`src/rtl/pru_pkg.sv`:
```
// Shared defaults, FSM state encoding and FIFO payload layout for the PRU buffer reader.
package pru_pkg;

  localparam int unsigned IMG_W_DEF  = 50;
  localparam int unsigned IMG_H_DEF  = 50;
  localparam int unsigned ADDR_W_DEF = 19;
  localparam int unsigned PIX_W      = 2;
  localparam int unsigned IDX_W      = 6;

  typedef enum logic [1:0] {
    ST_IDLE  = 2'd0,
    ST_FETCH = 2'd1,
    ST_DRAIN = 2'd2
  } state_e;

  // 15-bit entry: pixel value, its coordinates and the end-of-frame marker
  typedef struct packed {
    logic [PIX_W-1:0] data;
    logic [IDX_W-1:0] row;
    logic [IDX_W-1:0] col;
    logic             last;
  } pix_t;

endpackage

```
`src/rtl/pru_skid_fifo.sv`:
```
// Two-entry FIFO holding tagged pixels; the head entry is presented directly and
// stays put until popped.
module pru_skid_fifo
  import pru_pkg::*;
(
  input  logic       clk,
  input  logic       rst,
  input  logic       push_i,
  input  pix_t       din_i,
  input  logic       pop_i,
  output pix_t       head_o,
  output logic       valid_o,
  output logic [1:0] count_o
);

  pix_t       e0_q;
  pix_t       e1_q;
  logic [1:0] cnt_q;

  // e0 is always the head; e1 only holds the second-oldest entry
  always_ff @(posedge clk or posedge rst) begin
    if (rst) begin
      e0_q  <= '0;
      e1_q  <= '0;
      cnt_q <= 2'd0;
    end else begin
      case ({push_i, pop_i})
        2'b10: begin
          if (cnt_q == 2'd0) begin
            e0_q <= din_i;
          end else begin
            e1_q <= din_i;
          end
          cnt_q <= cnt_q + 2'd1;
        end
        2'b01: begin
          e0_q  <= e1_q;
          cnt_q <= cnt_q - 2'd1;
        end
        2'b11: begin
          if (cnt_q == 2'd2) begin
            e0_q <= e1_q;
            e1_q <= din_i;
          end else begin
            e0_q <= din_i;
          end
        end
        default: ;
      endcase
    end
  end

  assign head_o  = e0_q;
  assign valid_o = (cnt_q != 2'd0);
  assign count_o = cnt_q;

endmodule

```
`src/rtl/pru_buffer_reader.sv`:
```
// Streams one frame out of the image buffer as (pixel, row, col) beats with
// valid/ready flow control, bounded read-ahead and a done pulse per frame.
module pru_buffer_reader
  import pru_pkg::*;
#(
  parameter int unsigned IMG_W  = IMG_W_DEF,
  parameter int unsigned IMG_H  = IMG_H_DEF,
  parameter int unsigned ADDR_W = ADDR_W_DEF
) (
  input  logic              clk,
  input  logic              rst,
  input  logic              start,
  output logic [ADDR_W-1:0] re_addr,
  input  logic [PIX_W-1:0]  rd_data,
  output logic [PIX_W-1:0]  pix_data,
  output logic [IDX_W-1:0]  pix_row,
  output logic [IDX_W-1:0]  pix_col,
  output logic              pix_valid,
  input  logic              pix_ready,
  output logic              pix_last,
  output logic              busy,
  output logic              done
);

  localparam int unsigned       NPIX      = IMG_W * IMG_H;
  localparam logic [ADDR_W-1:0] LAST_ADDR = ADDR_W'(NPIX - 1);
  localparam logic [IDX_W-1:0]  LAST_COL  = IDX_W'(IMG_W - 1);
  localparam logic [IDX_W-1:0]  LAST_ROW  = IDX_W'(IMG_H - 1);

  state_e              state_q;
  logic [ADDR_W-1:0]   re_addr_q;
  logic [ADDR_W-1:0]   nxt_addr_q;
  logic                issue_q;
  logic                pend_q;
  logic [IDX_W-1:0]    cap_row_q;
  logic [IDX_W-1:0]    cap_col_q;
  logic                busy_q;
  logic                done_q;

  pix_t                fifo_head;
  logic                fifo_valid;
  logic [1:0]          fifo_cnt;
  pix_t                cap_pix_c;
  logic                pop_c;
  logic                push_c;
  logic                issue_c;
  logic [2:0]          used_c;

  // issue_q: address just driven; pend_q: its data is on rd_data and not yet captured.
  // A pending read that cannot be captured stays valid because re_addr is held,
  // so the budget is two FIFO slots plus that one read on the bus.
  always_comb begin
    pop_c   = fifo_valid & pix_ready;
    push_c  = pend_q & ((fifo_cnt != 2'd2) | pop_c);
    used_c  = 3'(fifo_cnt) - 3'(pop_c) + 3'(pend_q) + 3'(issue_q);
    issue_c = (state_q == ST_FETCH) && (used_c < 3'd3);

    cap_pix_c      = '0;
    cap_pix_c.data = rd_data;
    cap_pix_c.row  = cap_row_q;
    cap_pix_c.col  = cap_col_q;
    cap_pix_c.last = (cap_row_q == LAST_ROW) && (cap_col_q == LAST_COL);
  end

  always_ff @(posedge clk or posedge rst) begin
    if (rst) begin
      state_q    <= ST_IDLE;
      re_addr_q  <= '0;
      nxt_addr_q <= '0;
      issue_q    <= 1'b0;
      pend_q     <= 1'b0;
      cap_row_q  <= '0;
      cap_col_q  <= '0;
      busy_q     <= 1'b0;
      done_q     <= 1'b0;
    end else begin
      done_q  <= 1'b0;
      issue_q <= issue_c;
      pend_q  <= issue_q | (pend_q & ~push_c);

      if (issue_c) begin
        re_addr_q  <= nxt_addr_q;
        nxt_addr_q <= nxt_addr_q + ADDR_W'(1);
      end

      // Coordinates tag each pixel as it enters the FIFO
      if (push_c) begin
        if (cap_col_q == LAST_COL) begin
          cap_col_q <= '0;
          cap_row_q <= cap_row_q + IDX_W'(1);
        end else begin
          cap_col_q <= cap_col_q + IDX_W'(1);
        end
      end

      case (state_q)
        ST_IDLE: begin
          if (start) begin
            state_q    <= ST_FETCH;
            busy_q     <= 1'b1;
            nxt_addr_q <= '0;
            cap_row_q  <= '0;
            cap_col_q  <= '0;
          end
        end
        ST_FETCH: begin
          if (issue_c && (nxt_addr_q == LAST_ADDR)) begin
            state_q <= ST_DRAIN;
          end
        end
        ST_DRAIN: begin
          if (pop_c && fifo_head.last) begin
            state_q <= ST_IDLE;
            busy_q  <= 1'b0;
            done_q  <= 1'b1;
          end
        end
        default: state_q <= ST_IDLE;
      endcase
    end
  end

  pru_skid_fifo u_fifo (
    .clk     (clk),
    .rst     (rst),
    .push_i  (push_c),
    .din_i   (cap_pix_c),
    .pop_i   (pop_c),
    .head_o  (fifo_head),
    .valid_o (fifo_valid),
    .count_o (fifo_cnt)
  );

  assign re_addr   = re_addr_q;
  assign pix_data  = fifo_head.data;
  assign pix_row   = fifo_head.row;
  assign pix_col   = fifo_head.col;
  assign pix_last  = fifo_head.last;
  assign pix_valid = fifo_valid;
  assign busy      = busy_q;
  assign done      = done_q;

endmodule

```
`config.mk`:
```
export PLATFORM = sky130hd
export DESIGN_NAME = pru_buffer_reader
export DESIGN_NICKNAME = d
export VERILOG_FILES = /design/src/rtl/pru_pkg.sv /design/src/rtl/pru_skid_fifo.sv /design/src/rtl/pru_buffer_reader.sv
export SDC_FILE = /design/constraint.sdc
export NUM_CORES = 1
export LEC_CHECK = 0
export CAP_MARGIN = 25
export CORE_UTILIZATION = 40
export DETAILED_ROUTE_END_ITERATION = 16
export SLEW_MARGIN = 20
export SYNTH_ARGS = -nofsm -noshare
export SYNTH_HDL_FRONTEND = slang
export SYNTH_SLANG_ARGS = --single-unit
```
`constraint.sdc`:
```
create_clock -name clk -period 4.1 [get_ports clk]
set_input_delay 0.615 -clock clk [delete_from_list [all_inputs] [get_ports clk]]
set_output_delay 0.615 -clock clk [all_outputs]
set_load 0.05 [all_outputs]
```
# == Word level (Yosys, flattened, before mapping) ==
# Index checks and enable logic that the tools add are counted.
# word_totals
register_bits,88
in_bits,6
out_inout_bits,37
# op_classes
eq_ne,16
n_reduce_logical,15
order_cmp,1
addsub,8
n_mux,27
n_bitwise,6
# ops
operator,n
15-bit 2-to-1 mux,4
19-bit 2-to-1 mux,3
6-bit 2-to-1 mux,8
15-bit one-hot mux with 3 select lines,1
15-bit one-hot mux with 2 select lines,1
"19-bit by 1-bit adder with 19-bit output, second input constant",1
"19-bit by 12-bit == test with 1-bit output, second input constant",1
"6-bit by 1-bit adder with 6-bit output, second input constant",2
"6-bit == test, second input constant",2
3-bit AND reduction,3
"2-bit == test, second input constant",4
"2-bit inequality test, second input constant",4
2-bit nonzero test,4
3-bit by 1-bit adder with 3-bit output,2
2-bit 2-to-1 mux,3
"2-bit by 1-bit inequality test with 1-bit output, second input constant",3
2-bit one-hot mux with 3 select lines,1
"2-bit by 1-bit == test with 1-bit output, second input constant",2
1-bit logical AND,4
2-bit zero test,2
1-bit 2-to-1 mux,4
2-bit one-hot mux with 2 select lines,1
1-bit AND,3
"3-bit by 2-bit less-than comparator with 1-bit output, second input constant",1
8 further kinds,9

# == Logic depth before layout (Yosys ltp) ==
# Gate-level depths: netlist of the first run.
# logic_depth
word_depth,10
mapped_depth,12

# == By module ==
# A second synthesis of the first run with hierarchy kept.
# hier_totals
cells_unflattened,393
hier_area_um2,4286.6
# modules_own_cells
mod,cells_per_inst,seq_area_each_um2,area_each_um2,n_inst
pru_buffer_reader,255,1401.3,2778.9,1
pru_skid_fifo,138,800.8,1507.7,1

# == Least setup slack after synthesis of the first run ==
# No wires, ideal clock.
# synth_timing
path_kind,input-to-reg
start,input pix_ready
end,"register re_addr_q[0], in the netlist re_addr[0]"
arrival_ns,2.989
path_slack_ns,0.986
setup_time_ns,0.125
stages,11
path_cell_list,o21ai_0 inv_1 ha_1 fa_1 inv_1 fa_1 nand2b_1 nand3_2 inv_2 buf_6 mux2_2
# synth_between
elab_chain_cells,6
# synth_rtl
element,line_no,rtl
from (decl),pru_buffer_reader.sv:19,"input logic pix_ready,"
1-bit AND,pru_buffer_reader.sv:53,pop_c = fifo_valid & pix_ready;
2-bit by 1-bit subtractor with 3-bit output,pru_buffer_reader.sv:55,used_c = 3'(fifo_cnt) - 3'(pop_c) + 3'(pend_q) + 3'(issue_q);
3-bit by 1-bit adder with 3-bit output (2 in a row),pru_buffer_reader.sv:55,
3-bit by 2-bit less-than comparator with 1-bit output,pru_buffer_reader.sv:56,issue_c = (state_q == ST_FETCH) && (used_c < 3'd3);
1-bit logical AND,pru_buffer_reader.sv:56,
named net issue_c,pru_buffer_reader.sv:46,logic issue_c;
to (signal assigned),pru_buffer_reader.sv:82,re_addr_q <= nxt_addr_q;
to (decl),pru_buffer_reader.sv:31,logic [ADDR_W-1:0] re_addr_q;
# The timed path passes the listed nets, and every way through them passes these cells.
# A chain may end at the register's enable or synchronous reset.

# == Worst setup path in the final report of the first run ==
# layout_timing
start,input pix_ready
end,register nxt_addr_q[13]
# layout_between
elab_chain_cells,9
# layout_rtl
element,line_no,rtl
1-bit AND (*),pru_buffer_reader.sv:53,
2-bit by 1-bit subtractor with 3-bit output (*),pru_buffer_reader.sv:55,
3-bit by 1-bit adder with 3-bit output (*) (2 in a row),pru_buffer_reader.sv:55,
3-bit by 2-bit less-than comparator with 1-bit output (*),pru_buffer_reader.sv:56,
1-bit logical AND (*),pru_buffer_reader.sv:56,
19-bit 2-to-1 mux (*),pru_buffer_reader.sv:81,if (issue_c) begin
19-bit 2-to-1 mux,pru_buffer_reader.sv:98,if (start) begin
19-bit 2-to-1 mux (*),pru_buffer_reader.sv:96,case (state_q)
to (signal assigned),pru_buffer_reader.sv:83,nxt_addr_q <= nxt_addr_q + ADDR_W'(1);
to (decl),pru_buffer_reader.sv:32,logic [ADDR_W-1:0] nxt_addr_q;
# Every way passes the cells marked *; elsewhere a longest branch is shown, timed or not.

==> impl_metrics.py, run 1 <==
metrics = {
    "status": {
        "status": "finished clean",
    },
    "clocking": {
        "cts_hold_buf": 0,
        "h-tree-depth": 3,
        "ctsResizeCount": 0,
        "clk_pin_slew_worst_paths_ps": 80,
        "post-cts-setup-buffers": 0,
        "cts_tree": "built",
        "numClockSinks": 88,
        "root_buffer": "clkbuf_8",
        "numCtsBuffers": 9,
        "cts_buffer_depth": 2,
        "clock_latency_ps": 360,
    },
    "power_and_ir_drop": {
        "max-vdd-ir-drop_mv": 0.342,
        "power_density_nw_per_um2": 683,
        "power_leakage_uw": 0.00215,
    },
    "worst_setup_path": {
        "cp-end-kind": "flip-flop",
        "required_ps": 4370,
        "critPathLaunchType": "input port",
        "critPathMaxFanout": 15,
        "path_class": "in2reg",
        "cp.arrival_ps": 3930,
    },
    "synthesis": {
        "synth_top_family_by_area": "simple AND/OR/NAND/NOR gates",
        "yosys_warnings": 0,
        "yosysTopAreaCellShare": 0.533,
        "synth_compound_area_frac": 0.110,
        "synth_area_leaders": "dfrtp_1 53%, mux2_2 9.0%, nand2_1 3.2%",
        "synth_fa_ha_area_frac": 0.0339,
        "synthArstFlopShare": 1.00,
        "synthMuxAreaShare": 0.0996,
        "syn_area_per_cell_um2": 11.1,
        "synth_xor_xnor_area_share": 0.0272,
        "synth_simple_gate_area_frac": 0.161,
        "ys.flop_type": "dfrtp_1",
        "post-synth-top-area-cell": "dfrtp_1",
        "yosysSeqAreaShare": 0.533,
        "ys_seq_elements": 88,
        "ys_types": 46,
        "synth_area_um2": 4130,
        "synth_edf_count": 0,
        "syn-instance-count": 373,
        "synth_nets": 389,
    },
    "global_routing": {
        "grt_max_degree": 52,
        "grt_pass1_wl_mm": 14.9,
        "grt_use_total": 0.170,
        "grt_pass1_vias": 3035,
        "antenna_found_initial": 0,
        "overflow": 0,
    },
    "place": {
        "io_buffers": 42,
        "dp_cells": 539,
        "gp_congestion": 0.753,
        "dpl.hpwl_mm": 5.63,
    },
    "finish": {
        "final_cells": 556,
        "drive_gt1_frac": 0.156,
        "diodes": 0,
        "final_core_util": 0.495,
        "nets": 434,
        "area_growth_pct": 18.6,
    },
    "routing": {
        "wl_met3_um": 223,
        "initialDrtViolationCount": 95,
        "drc": 0,
        "via_per_inst": 5.28,
        "wl_met2_mm": 3.91,
        "wl_mm": 8.30,
        "wl_met1_mm": 4.06,
        "wl_per_cell_um": 14.9,
        "num_vias": 2933,
        "routed.top_layer": "met4",
        "postRouteAntennaNets": 0,
        "dr.pass1.iters": 4,
    },
    "timing": {
        "fin_worst_hold_slack_ps": 474,
        "worst_pin_slew_ps": 717,
        "rsz0062_at_grt": "false",
        "drv_slew": 0,
        "period_minus_slack_ps": 3650,
        "max_freq_mhz": 274,
        "hold_viol_final": 0,
        "finalCritPeriodShare": 0.891,
        "finalSetupViolCount": 0,
        "fin_tns_setup_ps": 0,
        "fin_skew_ps": 12.3,
        "timing.slew.headroom": 0.521,
    },
    "die": {
        "placeableCoreArea_um2": 9910,
        "rows": 36,
        "start_util": 0.417,
        "dieArea_um2": 10700,
        "die_h_um": 104,
        "ios": 43,
        "die-width_um": 104,
    },
    "run": {
        "cap_violations": 0,
    },
    "hold_path": {
        "worst_hold_path_type": "reg2reg",
    },
}
-- through the flow --
step | instance area, um2 | setup WS, ps | total power, uW
after floorplan | 4130 | 986 | 2420
after global placement | 4690 | 243 | 2760
after detailed placement | 4700 | 97.2 | 2790
after CTS | 4880 | 471 | 3380
after global routing | 4900 | 191 | 3590
final | 4900 | 446 | 3350
-- kinds of logic after synthesis --
kind of cell	after synthesis
compound gates	76
xor+xnor	12
fa+ha+maj	10
buf+inv	32
flops	88
mux	37
simple gates	118
-- power breakdown --
part	switching, uW	internal, uW	total, uW	leakage (uW)
clock	306	283	589	0.0000937
sequential	196	1060	1260	0.00115
combinational	878	621	1500	0.000905
total	1380	1970	3350	0.00215
-- synth_stat cells (9+ instances only) --
library cell and instances:
dfrtp_1 88, nand3_1 11, or4_1 9, nor2_1 13, a21oi_1 23, o31ai_1 10
a22oi_1 14, inv_1 15, nand2_1 35, mux2_2 33, o21ai_0 23
-- worst paths after layout --
kind / to / slack (ps) / from / cells after the start
worst min register to register: pend_q / 470 / issue_q / 2
worst min-delay path: pend_q / 470 / issue_q / 2
max in group asynchronous: nxt_addr_q[8] / 2800 / rst / 4
worst max-delay path: nxt_addr_q[13] / 450 / pix_ready / 11
worst max register to register: nxt_addr_q[13] / 470 / u_fifo.count_o[0] / 10
min in group asynchronous: cap_col_q[1] / 510 / rst / 2
-- final cells by class --
cell class | instances | area (um2)
clock buffer | 11 | 131
clock inverter | 5 | 56.3
fill | 932 | 5000
inverter | 16 | 61.3
multi-input combinational | 253 | 1790
sequential | 88 | 2200
tap | 133 | 166
timing repair buffer | 50 | 497
-- registers in the layout (all words and copies together), names as in the netlist --
register / count
issue_q: 1
u_fifo.e1_q: 15
busy: 1
u_fifo.head_o: 15
state_q: 2
cap_row_q: 6
cap_col_q: 6
re_addr: 19
pend_q: 1
nxt_addr_q: 19
u_fifo.count_o: 2
done: 1
-- layout by cell type (no fill, tap or decap), types with 5 or more instances in the layout --
| master | n |
|---|---|
| nand4_1 | 8 |
| a22oi_1 | 14 |
| and3_1 | 6 |
| dfrtp_1 | 88 |
| xnor2_1 | 5 |
| o31ai_1 | 10 |
| clkdlybuf4s50_1 | 42 |
| nand3_1 | 11 |
| buf_4 | 6 |
| ha_1 | 8 |
| clkbuf_8 | 9 |
| mux2_2 | 33 |
| a21oi_1 | 22 |
| nand2b_1 | 5 |
| inv_1 | 14 |
| or4_1 | 9 |
| nand2_1 | 35 |
| xor2_1 | 6 |
| o21ai_0 | 23 |
| or3_1 | 6 |
| nor2_1 | 13 |
-- critical path: stages --
cell             delay [ps]
clkdlybuf4s50_1         510
o21ai_0                 160
inv_1                   210
ha_1                    270
fa_1                    360
inv_1                    70
fa_1                    400
nand2b_1                180
nand4_2                 360
or4_1                   610
a21oi_1                 170
-- metal layers --
metal | vias to the layer above | GRT usage
li1 | 1426 | -
met1 | 1446 | 0.225
met2 | 51 | 0.284
met3 | 10 | 0.0296
met4 | 0 | 0.0531
met5 | - | 0
Power figures use the tool's default switching activity.
==> run 2, diff against run 1 <==
CORE_UTILIZATION = 38   (was 40)
==> impl_metrics.py, run 2 (synthesized netlist as in run 1, its figures left out) <==
metrics = {
    "status": {
        "status": "finished clean",
    },
    "worst_setup_path": {
        "r2r_cells": 10,
        "endpoint": "nxt_addr_q[11]",
        "path_class": "in2reg",
        "rrSetupSlack_ps": 490,
        "crit-reg2reg-capture": "nxt_addr_q[11]",
        "required_ps": 4390,
        "r2r_start": "u_fifo.count_o[0]",
        "critPathMaxFanout": 15,
        "crit_path_start": "pix_ready",
        "critPathLaunchType": "input port",
        "cp-end-kind": "flip-flop",
        "cp.arrival_ps": 3920,
    },
    "timing": {
        "fin_tns_setup_ps": 0,
        "worst_pin_slew_ps": 675,
        "hold_viol_final": 0,
        "period_minus_slack_ps": 3630,
        "timing.slew.headroom": 0.549,
        "finalCritPeriodShare": 0.885,
        "rsz0062_at_grt": "false",
        "drv_slew": 0,
        "max_freq_mhz": 276,
        "finalSetupViolCount": 0,
        "fin_skew_ps": 9.64,
    },
    "die": {
        "start_util": 0.397,
        "dieArea_um2": 11300,
        "rows": 37,
        "placeableCoreArea_um2": 10400,
        "ios": 43,
        "die-width_um": 106,
        "die_h_um": 106,
    },
    "run": {
        "cap_violations": 0,
    },
    "finish": {
        "nets": 433,
        "diodes": 0,
        "mostFrequentLayoutCell": "dfrtp_1",
        "final_cell_mix": "88 x dfrtp_1, 42 x clkdlybuf4s50_1, 35 x nand2_1",
        "final_cells": 557,
        "drive_gt1_frac": 0.154,
        "area_growth_pct": 19.1,
    },
    "global_routing": {
        "antenna_found_initial": 0,
        "busiest_layer": "met2",
        "grt_use_total": 0.163,
        "grtUsageMet3": 0.0435,
        "gr-usage-met2": 0.259,
        "gr-usage-met1": 0.217,
        "overflow": 0,
        "grt_pass1_wl_mm": 14.6,
        "grt_pass1_vias": 2956,
        "grt_max_degree": 55,
    },
    "power_and_ir_drop": {
        "max-vdd-ir-drop_mv": 0.313,
        "p_switching_uw": 1420,
        "pwr-share-comb": 0.445,
        "p_int_uw": 2030,
        "fin_total_pwr_uw": 3450,
        "swShare": 0.411,
        "power_leakage_uw": 0.00216,
        "clkPwrFrac": 0.190,
        "power_density_nw_per_um2": 700,
        "seqPwrFrac": 0.366,
    },
    "clocking": {
        "cts_tree": "built",
        "numClockSinks": 88,
        "root_buffer": "clkbuf_8",
        "clk_pin_slew_worst_paths_ps": 90,
        "cts_buffer_depth": 2,
        "h-tree-depth": 3,
        "ctsResizeCount": 0,
        "post-cts-setup-buffers": 0,
        "cts_hold_buf": 0,
        "clock_latency_ps": 360,
        "numCtsBuffers": 9,
    },
    "routing": {
        "dr.pass1.iters": 4,
        "wl_mm": 8.44,
        "initialDrtViolationCount": 122,
        "via_per_inst": 5.22,
        "drc": 0,
        "wl_per_cell_um": 15.1,
        "postRouteAntennaNets": 0,
        "num_vias": 2907,
    },
    "place": {
        "dp_cells": 541,
        "gp_congestion": 0.739,
        "io_buffers": 42,
        "dpl.hpwl_mm": 5.70,
    },
    "hold_path": {
        "worst_hold_path_type": "reg2reg",
    },
}
-- run 2: changes by cell type in the layout (fill, tap and decap cells not counted) --
cell / change
clkinv_2: -1
buf_4: -1
clkbuf_1: -1
bufinv_16: +1
-- run 2: worst max-delay path, stage by stage --
cell,delay [ps]
clkdlybuf4s50_1,510
o21ai_0,150
inv_1,200
ha_1,280
fa_1,360
inv_1,70
fa_1,410
nand2b_1,190
nand4_2,340
or4_1,610
a21oi_1,170
-- run 2: layout make-up --
| cell class | instances | area [um2] |
|---|---|---|
| fill | 948 | 5490 |
| sequential | 88 | 2200 |
| multi-input combinational | 253 | 1790 |
| timing repair buffer | 49 | 489 |
| tap | 136 | 170 |
| clock buffer | 10 | 128 |
| clock inverter | 5 | 81.3 |
| inverter | 16 | 61.3 |
-- run 2: metal layers --
metal | vias to the layer above | wire, um
met1 | 1416 | 4060
met5 | - | 0
met2 | 60 | 3920
met4 | 0 | 104
li1 | 1421 | -
met3 | 10 | 346
-- run 2: per-stage QoR --
| stage | worst slack [ps] | hold WS (ps) | util | area (um2) |
|---|---|---|---|---|
| floorplan | 986 | 437 | - | 4130 |
| global placement | 250 | 461 | 0.449 | 4680 |
| detailed placement | 77.5 | 455 | 0.451 | 4690 |
| CTS | 474 | 475 | 0.471 | 4900 |
| global route | 167 | 495 | 0.473 | 4920 |
| finish | 471 | 475 | 0.473 | 4920 |
-- run 2: worst min path at each step --
stage | start | endpoint | slack [ps] | depth (start not counted)
floorplan | issue_q | pend_q | 440 | 2
global placement | u_fifo.head_o[3] | u_fifo.head_o[3] | 460 | 2
detailed placement | issue_q | pend_q | 460 | 2
CTS | issue_q | pend_q | 480 | 2
global route | issue_q | pend_q | 500 | 2
finish | issue_q | pend_q | 470 | 2
-- run 2: power by group through the flow --
| stage | Combinational (uW) | Sequential (uW) | Clock (uW) |
|---|---|---|---|
| after floorplan | 982 | 1440 | 0 |
| after global placement | 1500 | 1270 | 0 |
| after detailed placement | 1540 | 1280 | 0 |
| after CTS | 1550 | 1260 | 676 |
| after global routing | 1670 | 1300 | 713 |
| final | 1530 | 1260 | 654 |
